## src/rtl/pixel_packetizer_pkg.sv

```systemverilog
// Shared packet layout and mesh constants for the pixel ingress stage.
package pixel_packetizer_pkg;

    localparam int DATA_W = 8;
    localparam int X_SIZE = 1;
    localparam int Y_SIZE = 1;
    localparam int ID_W   = 18;

    // Node (0,0) hosts the host interface and never receives pixels.
    localparam int HOST_X = 0;
    localparam int HOST_Y = 0;

    localparam int PIX_LSB = 0;

    function automatic int pkt_width(int id_w, int y_s, int x_s, int d_w);
        return id_w + y_s + x_s + d_w;
    endfunction

    function automatic int dest_x_lsb(int d_w);
        return PIX_LSB + d_w;
    endfunction

    function automatic int dest_y_lsb(int d_w, int x_s);
        return PIX_LSB + d_w + x_s;
    endfunction

    function automatic int pixel_id_msb(int id_w, int y_s, int x_s, int d_w);
        return pkt_width(id_w, y_s, x_s, d_w) - 1;
    endfunction

endpackage

```

## src/rtl/pixel_packetizer_skid.sv

```systemverilog
// Two-entry FIFO whose upstream ready is a flop, so the
// downstream ready never reaches the upstream port combinationally.
module skid_buffer2 #(
    parameter int W = 8
) (
    input  logic         clk,
    input  logic         rst,
    input  logic         push_i,
    input  logic         pop_i,
    input  logic         stop_i,
    input  logic [W-1:0] din_i,
    output logic [W-1:0] dout_o,
    output logic         valid_o,
    output logic         ready_o
);

    logic [W-1:0] mem_q [2];
    logic [1:0]   cnt_q, cnt_d;
    logic         rd_q, rd_d;
    logic         wr_q, wr_d;
    logic         ready_q, ready_d;
    logic         do_push, do_pop;

    always_comb begin
        do_push = push_i && (cnt_q != 2'd2);
        do_pop  = pop_i && (cnt_q != 2'd0);
        rd_d    = rd_q ^ do_pop;
        wr_d    = wr_q ^ do_push;
        cnt_d   = cnt_q + {1'b0, do_push} - {1'b0, do_pop};
        // Only re-offer a slot that is certain to be free next cycle.
        ready_d = (cnt_d != 2'd2) && !stop_i;
    end

    always_ff @(posedge clk) begin
        if (rst) begin
            mem_q[0] <= '0;
            mem_q[1] <= '0;
            cnt_q    <= 2'd0;
            rd_q     <= 1'b0;
            wr_q     <= 1'b0;
            ready_q  <= 1'b0;
        end else begin
            if (do_push) begin
                mem_q[wr_q] <= din_i;
            end
            cnt_q   <= cnt_d;
            rd_q    <= rd_d;
            wr_q    <= wr_d;
            ready_q <= ready_d;
        end
    end

    assign dout_o  = mem_q[rd_q];
    assign valid_o = (cnt_q != 2'd0);
    assign ready_o = ready_q;

endmodule

```

## src/rtl/pixel_packetizer.sv

```systemverilog
// Tags host pixel bytes with a round-robin PE destination and a
// frame-relative index, and injects one NoC packet per pixel.
module pixel_packetizer
    import pixel_packetizer_pkg::*;
#(
    parameter int X          = 2,
    parameter int Y          = 2,
    parameter int data_width = DATA_W,
    parameter int x_size     = X_SIZE,
    parameter int y_size     = Y_SIZE,
    parameter int id_width   = ID_W,
    parameter int PIXELS     = 262144
) (
    input  logic                  clk,
    input  logic                  rst,
    input  logic                  i_valid_pci,
    input  logic [data_width-1:0] i_data_pci,
    output logic                  o_ready_pci,
    output logic                  o_valid,
    output logic [pkt_width(id_width, y_size, x_size, data_width)-1:0] o_data,
    input  logic                  i_ready,
    input  logic                  i_restart,
    output logic                  o_done
);

    localparam int PW    = pkt_width(id_width, y_size, x_size, data_width);
    localparam int START = HOST_Y * X + HOST_X + 1;

    localparam logic [x_size-1:0]   SX   = x_size'(START % X);
    localparam logic [y_size-1:0]   SY   = y_size'(START / X);
    localparam logic [x_size-1:0]   XL   = x_size'(X - 1);
    localparam logic [y_size-1:0]   YL   = y_size'(Y - 1);
    localparam logic [id_width-1:0] LAST = id_width'(PIXELS - 1);

    logic [x_size-1:0]   dx_q, dx_d;
    logic [y_size-1:0]   dy_q, dy_d;
    logic [id_width-1:0] id_q, id_d;
    logic                complete_q, complete_d;
    logic                accept, pop, rearm;
    logic [PW-1:0]       pkt;

    assign accept = i_valid_pci && o_ready_pci;
    assign pop    = o_valid && i_ready;
    assign rearm  = i_restart && o_done;
    assign pkt    = {id_q, dy_q, dx_q, i_data_pci};

    always_comb begin
        dx_d       = dx_q;
        dy_d       = dy_q;
        id_d       = id_q;
        complete_d = complete_q;
        if (accept) begin
            id_d = id_q + id_width'(1);
            if (id_q == LAST) begin
                complete_d = 1'b1;
            end
            // Row-major walk; wrapping lands past the host node.
            if (dx_q == XL) begin
                if (dy_q == YL) begin
                    dx_d = SX;
                    dy_d = SY;
                end else begin
                    dx_d = '0;
                    dy_d = dy_q + y_size'(1);
                end
            end else begin
                dx_d = dx_q + x_size'(1);
            end
        end
        if (rearm) begin
            complete_d = 1'b0;
            id_d       = '0;
            dx_d       = SX;
            dy_d       = SY;
        end
    end

    always_ff @(posedge clk) begin
        if (rst) begin
            dx_q       <= SX;
            dy_q       <= SY;
            id_q       <= '0;
            complete_q <= 1'b0;
        end else begin
            dx_q       <= dx_d;
            dy_q       <= dy_d;
            id_q       <= id_d;
            complete_q <= complete_d;
        end
    end

    skid_buffer2 #(
        .W(PW)
    ) u_skid (
        .clk     (clk),
        .rst     (rst),
        .push_i  (accept),
        .pop_i   (pop),
        .stop_i  (complete_d),
        .din_i   (pkt),
        .dout_o  (o_data),
        .valid_o (o_valid),
        .ready_o (o_ready_pci)
    );

    assign o_done = complete_q && !o_valid;

endmodule
```

## config.mk

```make
export PLATFORM = sky130hd
export DESIGN_NAME = pixel_packetizer
export DESIGN_NICKNAME = d
export VERILOG_FILES = /design/src/rtl/pixel_packetizer_pkg.sv /design/src/rtl/pixel_packetizer_skid.sv /design/src/rtl/pixel_packetizer.sv
export SDC_FILE = /design/constraint.sdc
export NUM_CORES = 1
export LEC_CHECK = 0
export ABC_AREA = 1
export BUFFER_PORTS_ARGS = -buffer_cell sky130_fd_sc_hd__buf_2
export CORE_AREA = 4 4 87 89
export CTS_CLUSTER_DIAMETER = 150
export CTS_CLUSTER_SIZE = 16
export DETAILED_ROUTE_END_ITERATION = 16
export DIE_AREA = 0 0 91 93
export GPL_TIMING_DRIVEN = 1
export PLACE_DENSITY_LB_ADDON = 0.1
export SLEW_MARGIN = 10
export SYNTH_ARGS = -nofsm -noshare
export SYNTH_HDL_FRONTEND = slang
export SYNTH_HIERARCHICAL = 1
export SYNTH_SLANG_ARGS = --single-unit
export TNS_END_PERCENT = 10
```

## constraint.sdc

```tcl
create_clock -name clk -period 2.9 [get_ports clk]
set_input_delay 0.29 -clock clk [delete_from_list [all_inputs] [get_ports clk]]
set_output_delay 0.29 -clock clk [all_outputs]
set_load 0.02 [all_outputs]
```

Word-level counts from Yosys, hierarchy flattened
Memories as Yosys holds them, arrays and structs flattened. A register that Yosys moved wholly into a read port is not among the register bits.
Cells that the tools add are included.
- bitwise gates (word level): 2
- multiplexer cells: 15
- equality and inequality tests: 3
- reduce and logical (&&, ||, !) cells: 13
- $add $sub $neg: 5
- operators with widths (operator ; number):
    $mux 28 ; 1
    $reduce_or 28->1 ; 1
    $add 18x1->18 const B ; 1
    $eq 18x18->1 const B ; 1
    $mux 1 ; 14
    $logic_and 1x1->1 ; 7
    $ne 2x2->1 const B ; 2
    $add 1x1->1 const B ; 2
    $add 2x1->2 ; 1
    $logic_not 1->1 ; 2
    $reduce_and 2->1 ; 1
    $reduce_bool 2->1 ; 1
    $reduce_or 2->1 ; 1
    $sub 2x1->2 ; 1
    $xor 1x1->1 ; 2
- flip-flop bits (word level): 26
- output and inout port bits: 31
- logic and storage cells: 47
- bits of input ports: 13
- memories kept: 1
- memory bits (writable): 56
- memory list (name ; depth ; bits a word ; read ports ; clocked after memory_dff ; write ports ; line ; RTL):
    u_skid.mem_q ; 2 ; 28 ; 1 ; 1 ; 2 ; pixel_packetizer_skid.sv:17 ; logic [W-1:0] mem_q [2];

Logic depth before layout (Yosys ltp)
Gate-level depths: netlist (run 1).
- word-level depth: 7
- depth in mapped cells: 16
- depth with buffers taken out: 16

Cells and area by module
The synthesis (run 1) kept the hierarchy.
- modules (own cells, without submodules) (module ; times used ; area each (µm²) ; cells an instance ; seq. area each (µm²)):
    skid_buffer2 ; 1 ; 2672.6 ; 277 ; 1781.7
    pixel_packetizer ; 1 ; 1176.1 ; 182 ; 420.4

Least setup slack after synthesis (run 1)
No wires, ideal clock.
- path type: register to register
- from: reg u_skid.ready_q, in the netlist u_skid/ready_o
- to: mem u_skid/mem_q[1][0] (netlist bit), enable pin
- required time: 2.515 ns
- cell stages (with the launch flop): 9
- setup slack: 0.685 ns
- library setup time: 0.385 ns
- clock period less this slack: 2.215 ns
- path buffers: 2
- arrival time: 1.830 ns
- cells stage by stage: dfxtp_1 > nand2_2 > inv_2 > nand2_2 > inv_2 > nand3_2 > buf_6 > buf_8 > nand2_1
- RTL lines (what ; line ; RTL):
    start, declared ; pixel_packetizer_skid.sv:21 ; logic ready_q, ready_d;
    start signal, assigned ; pixel_packetizer_skid.sv:49 ; ready_q <= ready_d;
    end, declared ; pixel_packetizer_skid.sv:17 ;

Worst setup path after layout (run 1)
- from: reg u_skid.cnt_q[1]
- to: reg u_skid.ready_q, in the netlist u_skid/ready_o
- elaborated cells between the ends (all ways): 14
- classes of those cells: add/sub: 2; eq/ne: 2; mux: 1; reduce/logical: 9
- RTL lines (what ; line ; RTL):
    start, declared ; pixel_packetizer_skid.sv:18 ; logic [1:0] cnt_q, cnt_d;
    start signal, assigned ; pixel_packetizer_skid.sv:46 ; cnt_q <= cnt_d;
    $reduce_bool 2->1 ; pixel_packetizer_skid.sv:54 ; assign valid_o = (cnt_q != 2'd0);
    $logic_and 1x1->1 ; pixel_packetizer.sv:43 ; assign pop = o_valid && i_ready;
    via pop ; pixel_packetizer.sv:39 ; logic accept, pop, rearm;
    $logic_and 1x1->1 ; pixel_packetizer_skid.sv:26 ; do_pop = pop_i && (cnt_q != 2'd0);
    $sub 2x1->2 ; pixel_packetizer_skid.sv:29 ; cnt_d = cnt_q + {1'b0, do_push} - {1'b0, do_pop};
    $ne 2x2->1 ; pixel_packetizer_skid.sv:31 ; ready_d = (cnt_d != 2'd2) && !stop_i;
    $logic_and 1x1->1 ; pixel_packetizer_skid.sv:31 ;
The timed path passes the listed nets, and every way through them passes these cells.
A chain may end at the register's enable or synchronous reset.

==> results.tsv, run 1 <==
stage	metric	value	unit
synth	synth_top_flop_cell	edfxtp_1	
drt	drt_iter0_drc	145	
worst_setup_path	reg2reg_slack	1040	ps
floorplan	die_area	0.00846	mm²
worst_setup_path	arrival	2140	ps
drt	drt_pass1_iterations	5	
drt	vias_per_cell	4.95	
global_routing	grt_pass1_wl	13.0	mm
placed_design	placed_area	0.00412	mm²
worst_setup_path	critPathLaunchType	flip-flop	
clock_network	cts_root_buf	clkbuf_8	
sta	setup_tns	0	ps
synth	syn_nets	474	
global_routing	first_global_vias	2777	
drt	wl_per_cell	13.2	µm
worst_setup_path	r2r_end	u_skid/ready_o	
hold_path	hp-start	rst	
sta	rsz0062_at_grt	false	
synth	async_flop_share	0	%
floorplan	die_y	93	µm
worst_setup_path	reg2regPathDepth	16	
clock_network	cts_htree_levels	3	
placed_design	gp_congestion	0.829	
global_routing	overflow	0	
sta	max-slew-margin-rel	66.9	%
synth	yosys.area.top_type	edfxtp_1	
synth	syn_area	0.00385	mm²
synth	synth.area.top_cells	edfxtp_1, nand2_1, dfxtp_1, nor2_1, inv_1	
power	ir_worst_vdd	0.273	mV
hold_path	min_to	u_skid/cnt_q[1]	
synth	ys_warn_count	6	
job	drv_cap	0	
clock_network	path_clk_slew	90	ps
clock_network	clock-sinks	82	
outcome	outcome	finished clean	
clock_network	cts_tree	built	
drt	drc_errors	0	
sta	tightest_slew	495	ps
final_layout	nFillCells	583	
clock_network	holdBufCountCts	0	
final_layout	n_antenna_cell	0	
sta	setup_viol	0	
synth	synth-edff-count	56	
synth	ys_seq_area_share	57.2	%
hold_path	whs_path_depth	2	
final_layout	drive_above_1_share	19.4	%
clock_network	cts_setup_buffers	0	
power	power.density	608	mW/mm²
worst_setup_path	cp-end-kind	flip-flop	
worst_setup_path	cp_max_fo	4	
sta	fin_ws	1040	ps
placed_design	pre_cts_slack	1100	ps
clock_network	clk_latency	340	ps
worst_setup_path	r2r-start	u_skid/cnt_q[1]	
placed_design	dp_hpwl	5.24	mm
floorplan	die_w	91	µm
final_layout	postLayoutCellArea	0.00439	mm²
synth	ys_types	26	
hold_path	holdCritPathClass	in -> reg	
synth	post_synth.cell_area_avg	8.38	µm²
drt	postRouteAntennaNets	0	
clock_network	ctsResizeCount	0	
worst_setup_path	worstPathRequired	3180	ps
placed_design	portBuffers	43	
sta	finalClockSkew	11.6	ps
final_layout	syn_to_final_growth	14.0	%
sta	max_freq	539	MHz
synth	ys_top_cells_by_count	nand2_1, nor2_1, inv_1, edfxtp_1, dfxtp_1	
drt	num_vias	2927	
clock_network	cts_made_buffers	9	
floorplan	core	0.00676	mm²
sta	finalCritPeriodShare	64.0	%
global_routing	antenna_found_initial	0	
global_routing	grt_max_degree	31	
synth	ys_seq_elements	82	
sta	finalMaxSlewViolations	0	
clock_network	clk_path_buf_depth	2	
sta	finalHoldViolCount	0	
sta	period_needed	1860	ps
global_routing	grt_usage	19.4	%
synth	synth_most_common_cell	nand2_1	
power	power	2.67	mW
floorplan	num_rows	30	
power	power_leakage	1.90	nW
synth	synthCells	459	
worst_setup_path	critPathKind	reg -> reg	
drt	finalWirelength	7.78	mm
floorplan	start_util	57.0	%
synth	synth_top_area_share	43.7	%
floorplan	ioPinCount	44	
final_layout	final_net_count	521	
## final cells by class
class / count / area, µm² / area share, %
clock buffers: 10 / 128 / 2.91
clock inverters: 6 / 138 / 3.14
inverters: 69 / 259 / 5.90
multi-input cells: 296 / 1310 / 29.8
flip-flops and latches: 82 / 2200 / 50.2
well taps: 80 / 100 / 2.28
repair buffers: 48 / 253 / 5.76
## sequential cells by signal, indices dropped and copies added, names as in the netlist
name            cells
dx_q                1
u_skid/ready_o      1
u_skid/mem_q       56
id_q               18
complete_q          1
u_skid/cnt_q        2
u_skid/rd_q         1
u_skid/wr_q         1
dy_q                1
## worst max-delay path, cell delays in order, from the launching register on
cell and delay [ps]:
dfxtp_1 340, nor2_1 210, inv_1 110, nand2_1 70
inv_1 30, inv_1 70, nor2_2 60, nand2_1 90
nand2_1 70, ha_1 200, inv_1 50, nand2_1 50
nand2_1 110, inv_1 60, nand2_1 90, nand2_1 60
a21oi_1 130
## routing by layer
metal	track usage (%)	part of all wire [%]	wire length (µm)	up-vias
met3	3.14	4.9	384	14
met4	7.66	1.7	131	0
met5	0	0	0	-
met1	24.3	42	3300	1318
li1	-	-	-	1511
met2	33.8	51	3960	84
## kinds of logic (layout without fill, tap and decap cells)
logic type               Yosys count  after routing  synth area share, %
adder cells (fa/ha/maj)            2              2                0.650
flip-flops                        82             82                 57.2
AND/OR/NAND/NOR                  271            271                 30.3
AO/OA/AOI/OAI                     23             23                 3.06
buffers and inverters             81            133                 8.78
## through the flow
step / utilization [%] / instances / hold slack [ps]
floorplan: - / 459 / 359
global placement: 61.0 / 575 / 461
detailed placement: 61.0 / 575 / 456
CTS: 64.9 / 591 / 140
global route: 64.9 / 591 / 141
finish: 64.9 / 591 / 152
## power by group
part | switching (mW) | internal [mW]
Combinational | 0.188 | 0.0751
Clock | 0.417 | 0.664
Sequential | 0.0223 | 1.30
Total | 0.627 | 2.04
## cell usage in the layout (no fill, tap or decap), types with 5 or more instances in the layout
| cell type | count |
|---|---|
| o21ai_0 | 7 |
| nand3_1 | 13 |
| clkbuf_8 | 9 |
| buf_4 | 5 |
| inv_1 | 62 |
| nand2_1 | 140 |
| dfxtp_1 | 26 |
| inv_2 | 7 |
| nand2_2 | 8 |
| nor2_2 | 11 |
| buf_2 | 43 |
| a21oi_1 | 14 |
| edfxtp_1 | 56 |
| nor2_1 | 82 |
| nor2_4 | 6 |
## worst max path at each step
stage | start | end | slack [ps]
2_1_floorplan | u_skid/ready_o | u_skid/mem_q[1][0] | 690
3_3_place_gp | i_valid_pci | u_skid/mem_q[0][10] | 1230
3_5_place_dp | u_skid/cnt_q[1] | u_skid/ready_o | 1100
4_1_cts | u_skid/cnt_q[1] | u_skid/ready_o | 1060
5_1_grt | u_skid/cnt_q[1] | u_skid/ready_o | 810
6_report | u_skid/cnt_q[1] | u_skid/ready_o | 1040
Note: power is estimated with default switching activity, not from simulation.
==> run 2: changes to the inputs <==
--- a/config.mk
+++ b/config.mk
@@ -5,13 +5,13 @@
 export SDC_FILE = /design/constraint.sdc
 export NUM_CORES = 1
 export LEC_CHECK = 0
-export ABC_AREA = 1
+export ABC_AREA = 0
 export BUFFER_PORTS_ARGS = -buffer_cell sky130_fd_sc_hd__buf_2
-export CORE_AREA = 4 4 87 89
+export CORE_AREA = 4 4 86 88
 export CTS_CLUSTER_DIAMETER = 150
 export CTS_CLUSTER_SIZE = 16
 export DETAILED_ROUTE_END_ITERATION = 16
-export DIE_AREA = 0 0 91 93
+export DIE_AREA = 0 0 90 92
 export GPL_TIMING_DRIVEN = 1
 export PLACE_DENSITY_LB_ADDON = 0.1
 export SLEW_MARGIN = 10
==> constraint.sdc (replaced) <==
create_clock -name clk -period 1.9 [get_ports clk]
set_input_delay 0.19 -clock clk [delete_from_list [all_inputs] [get_ports clk]]
set_output_delay 0.19 -clock clk [all_outputs]
set_load 0.02 [all_outputs]
==> run 2 against run 1 <==
Effect of this change: clock skew shrank 4.3 ps; register-to-register slack lost 980 ps; largest cell class unchanged; sequential power grew 50%; combinational power grew 6%; die area shrank 2.2%; worst hold slack lost 30 ps; cell count shrank 26%; clock-buffer cell count shrank 1; global-route usage shrank 1.5 points.
==> results.tsv, run 2 <==
stage	metric	value	unit
floorplan	die_area	0.00828	mm²
clock_network	cts_root_buf	clkbuf_8	
synth	synth_most_common_cell	and2_1	
sta	finalHoldViolCount	0	
final_layout	mostFrequentLayoutCell	and2_1	
drt	wl_met2	3.35	mm
power	power_leakage	1.73	nW
synth	syn_area	0.00372	mm²
power	power	3.67	mW
sta	tightest_slew	442	ps
worst_setup_path	critical-path-slowest-cell	ha_1	
global_routing	grt_usage	17.9	%
global_routing	grt_max_degree	29	
global_routing	overflow	0	
clock_network	clk_latency	350	ps
placed_design	gp_congestion	0.793	
drt	drt_pass1_iterations	4	
worst_setup_path	worstPathRequired	2180	ps
sta	finalMaxSlewViolations	0	
final_layout	final_net_count	368	
floorplan	die_w	90	µm
synth	synthCells	298	
synth	post_synth.cell_area_avg	12.5	µm²
global_routing	antenna_found_initial	0	
floorplan	num_rows	30	
floorplan	start_util	56.0	%
synth	ys_warn_count	6	
outcome	outcome	finished clean	
clock_network	cts_made_buffers	9	
clock_network	clk_path_buf_depth	2	
final_layout	syn_to_final_growth	16.1	%
final_layout	utilization	65.1	%
clock_network	path_clk_slew	80	ps
floorplan	core	0.00664	mm²
synth	ys_seq_elements	82	
power	power.density	850	mW/mm²
synth	async_flop_share	0	%
sta	max-slew-margin-rel	70.5	%
job	drv_cap	0	
placed_design	placed_area	0.00407	mm²
placed_design	dp_hpwl	4.46	mm
hold_path	holdCritPathClass	in -> reg	
drt	drt_iter0_drc	84	
final_layout	largest_register_ffs	56	
worst_setup_path	critPathLaunchType	flip-flop	
final_layout	regMostFlops	u_skid/mem_q	
placed_design	portBuffers	43	
global_routing	grt_pass1_wl	11.7	mm
sta	finalCritPeriodShare	96.4	%
worst_setup_path	critPathKind	reg -> reg	
final_layout	n_antenna_cell	0	
placed_design	dp_cells	422	
clock_network	clock-sinks	82	
synth	synth_top_area_share	45.2	%
clock_network	cts_setup_buffers	0	
synth	yosys.area.top_type	edfxtp_1	
synth	ys_types	39	
worst_setup_path	cp-end-kind	flip-flop	
synth	ys_top_cells_by_count	and2_1, edfxtp_1, mux2_2, dfxtp_1, nor2_1	
drt	num_vias	2373	
drt	wl_met3	311	µm
sta	max_freq	546	MHz
final_layout	final_cell_mix	and2_1, edfxtp_1, buf_2, mux2_2, dfxtp_1	
clock_network	cts_htree_levels	3	
drt	postRouteAntennaNets	0	
worst_setup_path	path_cells	or2_4, and2_4, a211oi_2, nor2_1, ha_1, nor2_2, a211o_1, nor3_2	
sta	period_needed	1830	ps
global_routing	first_global_vias	2403	
synth	synth_top_flop_cell	edfxtp_1	
worst_setup_path	cp_max_fo	6	
final_layout	drive_above_1_share	32.7	%
worst_setup_path	slowest_delay	370	ps
drt	finalWirelength	6.91	mm
final_layout	final_cells	438	
synth	synth.area.top_cells	edfxtp_1, dfxtp_1, and2_1, mux2_2, nor2_1	
floorplan	ioPinCount	44	
final_layout	reg.largest.list	u_skid/mem_q x56, id_q x18, u_skid/cnt_q x2	
synth	syn_nets	313	
clock_network	cts_tree	built	
sta	setup_viol	0	
power	ir_worst_vdd	0.540	mV
drt	wl_met1	3.13	mm
synth	ys_seq_area_share	59.1	%
drt	wl_per_cell	15.8	µm
drt	highest_layer	met4	
worst_setup_path	arrival	2110	ps
drt	vias_per_cell	5.42	
final_layout	postLayoutCellArea	0.00432	mm²
synth	synth-edff-count	56	
floorplan	die_y	92	µm
drt	drc_errors	0	
sta	finalClockSkew	7.34	ps
-- run 2: cell types whose count changed after synthesis, sizes merged, moves of 29 or more --
cell	delta
nor2	-77
inv	-65
and2	+58
nand2	-141
mux2	+29
-- run 2: area by class of cell --
class	instances	area, µm²
inverters	4	15.0
clock buffers	9	124
repair buffers	56	325
clock inverters	7	100
well taps	80	100
fillers	539	2320
flip-flops and latches	82	2200
multi-input cells	200	1460
-- run 2: worst paths after layout --
path | from | to | slack (ps) | cells past startpoint
worst max-delay path | u_skid/cnt_q[1] | u_skid/ready_o | 70 | 8
worst min-delay path | i_data_pci[7] | u_skid/mem_q[0][7] | 120 | 2
worst max register to register | u_skid/cnt_q[1] | u_skid/ready_o | 70 | 8
worst min register to register | id_q[1] | id_q[1] | 530 | 2
-- run 2: repair_timing --
action                     CTS  global route
pin swaps                    0             5
hold buffers                 0             0
setup endpoints to repair    1             1
gates resized for setup      2             6
-- run 2: worst max-delay path, delay by kind of cell, from the launching register on --
| family | cells | cell delay (ps) |
|---|---|---|
| simple gates | 5 | 630 |
| flops | 1 | 330 |
| fa+ha+maj | 1 | 370 |
| compound gates | 2 | 430 |
-- run 2: layer usage --
metal  vias to the layer above  GRT usage, %
li1                       1167             -
met1                      1148          22.9
met2                        49          29.7
met3                         9          4.51
met4                         0          6.51
met5                         -             0
-- run 2: through the flow --
stage / setup slack [ps] / hold slack [ps] / TNS [ps]
2_1_floorplan: -35.6 / 388 / -35.6
3_3_place_gp: 31.9 / 477 / 0
3_5_place_dp: -15.4 / 482 / -15.4
4_1_cts: 36.7 / 105 / 0
5_1_grt: -59.6 / 111 / -59.6
6_report: 68.2 / 123 / 0
-- run 2: power breakdown --
part	switching (mW)	leakage, nW	internal, mW
logic	0.168	0.826	0.111
registers	0.0217	0.796	1.97
clock network	0.648	0.108	0.751
total	0.838	1.73	2.84
-- run 2: logic make-up after synthesis --
family,Yosys count,synth area share [%]
AND/OR/NAND/NOR,134,21.8
AO/OA/AOI/OAI,20,3.29
adder cells (fa/ha/maj),2,0.672
buffers and inverters,16,2.82
XOR/XNOR,15,3.53
flip-flops,82,59.1
multiplexers,29,8.77
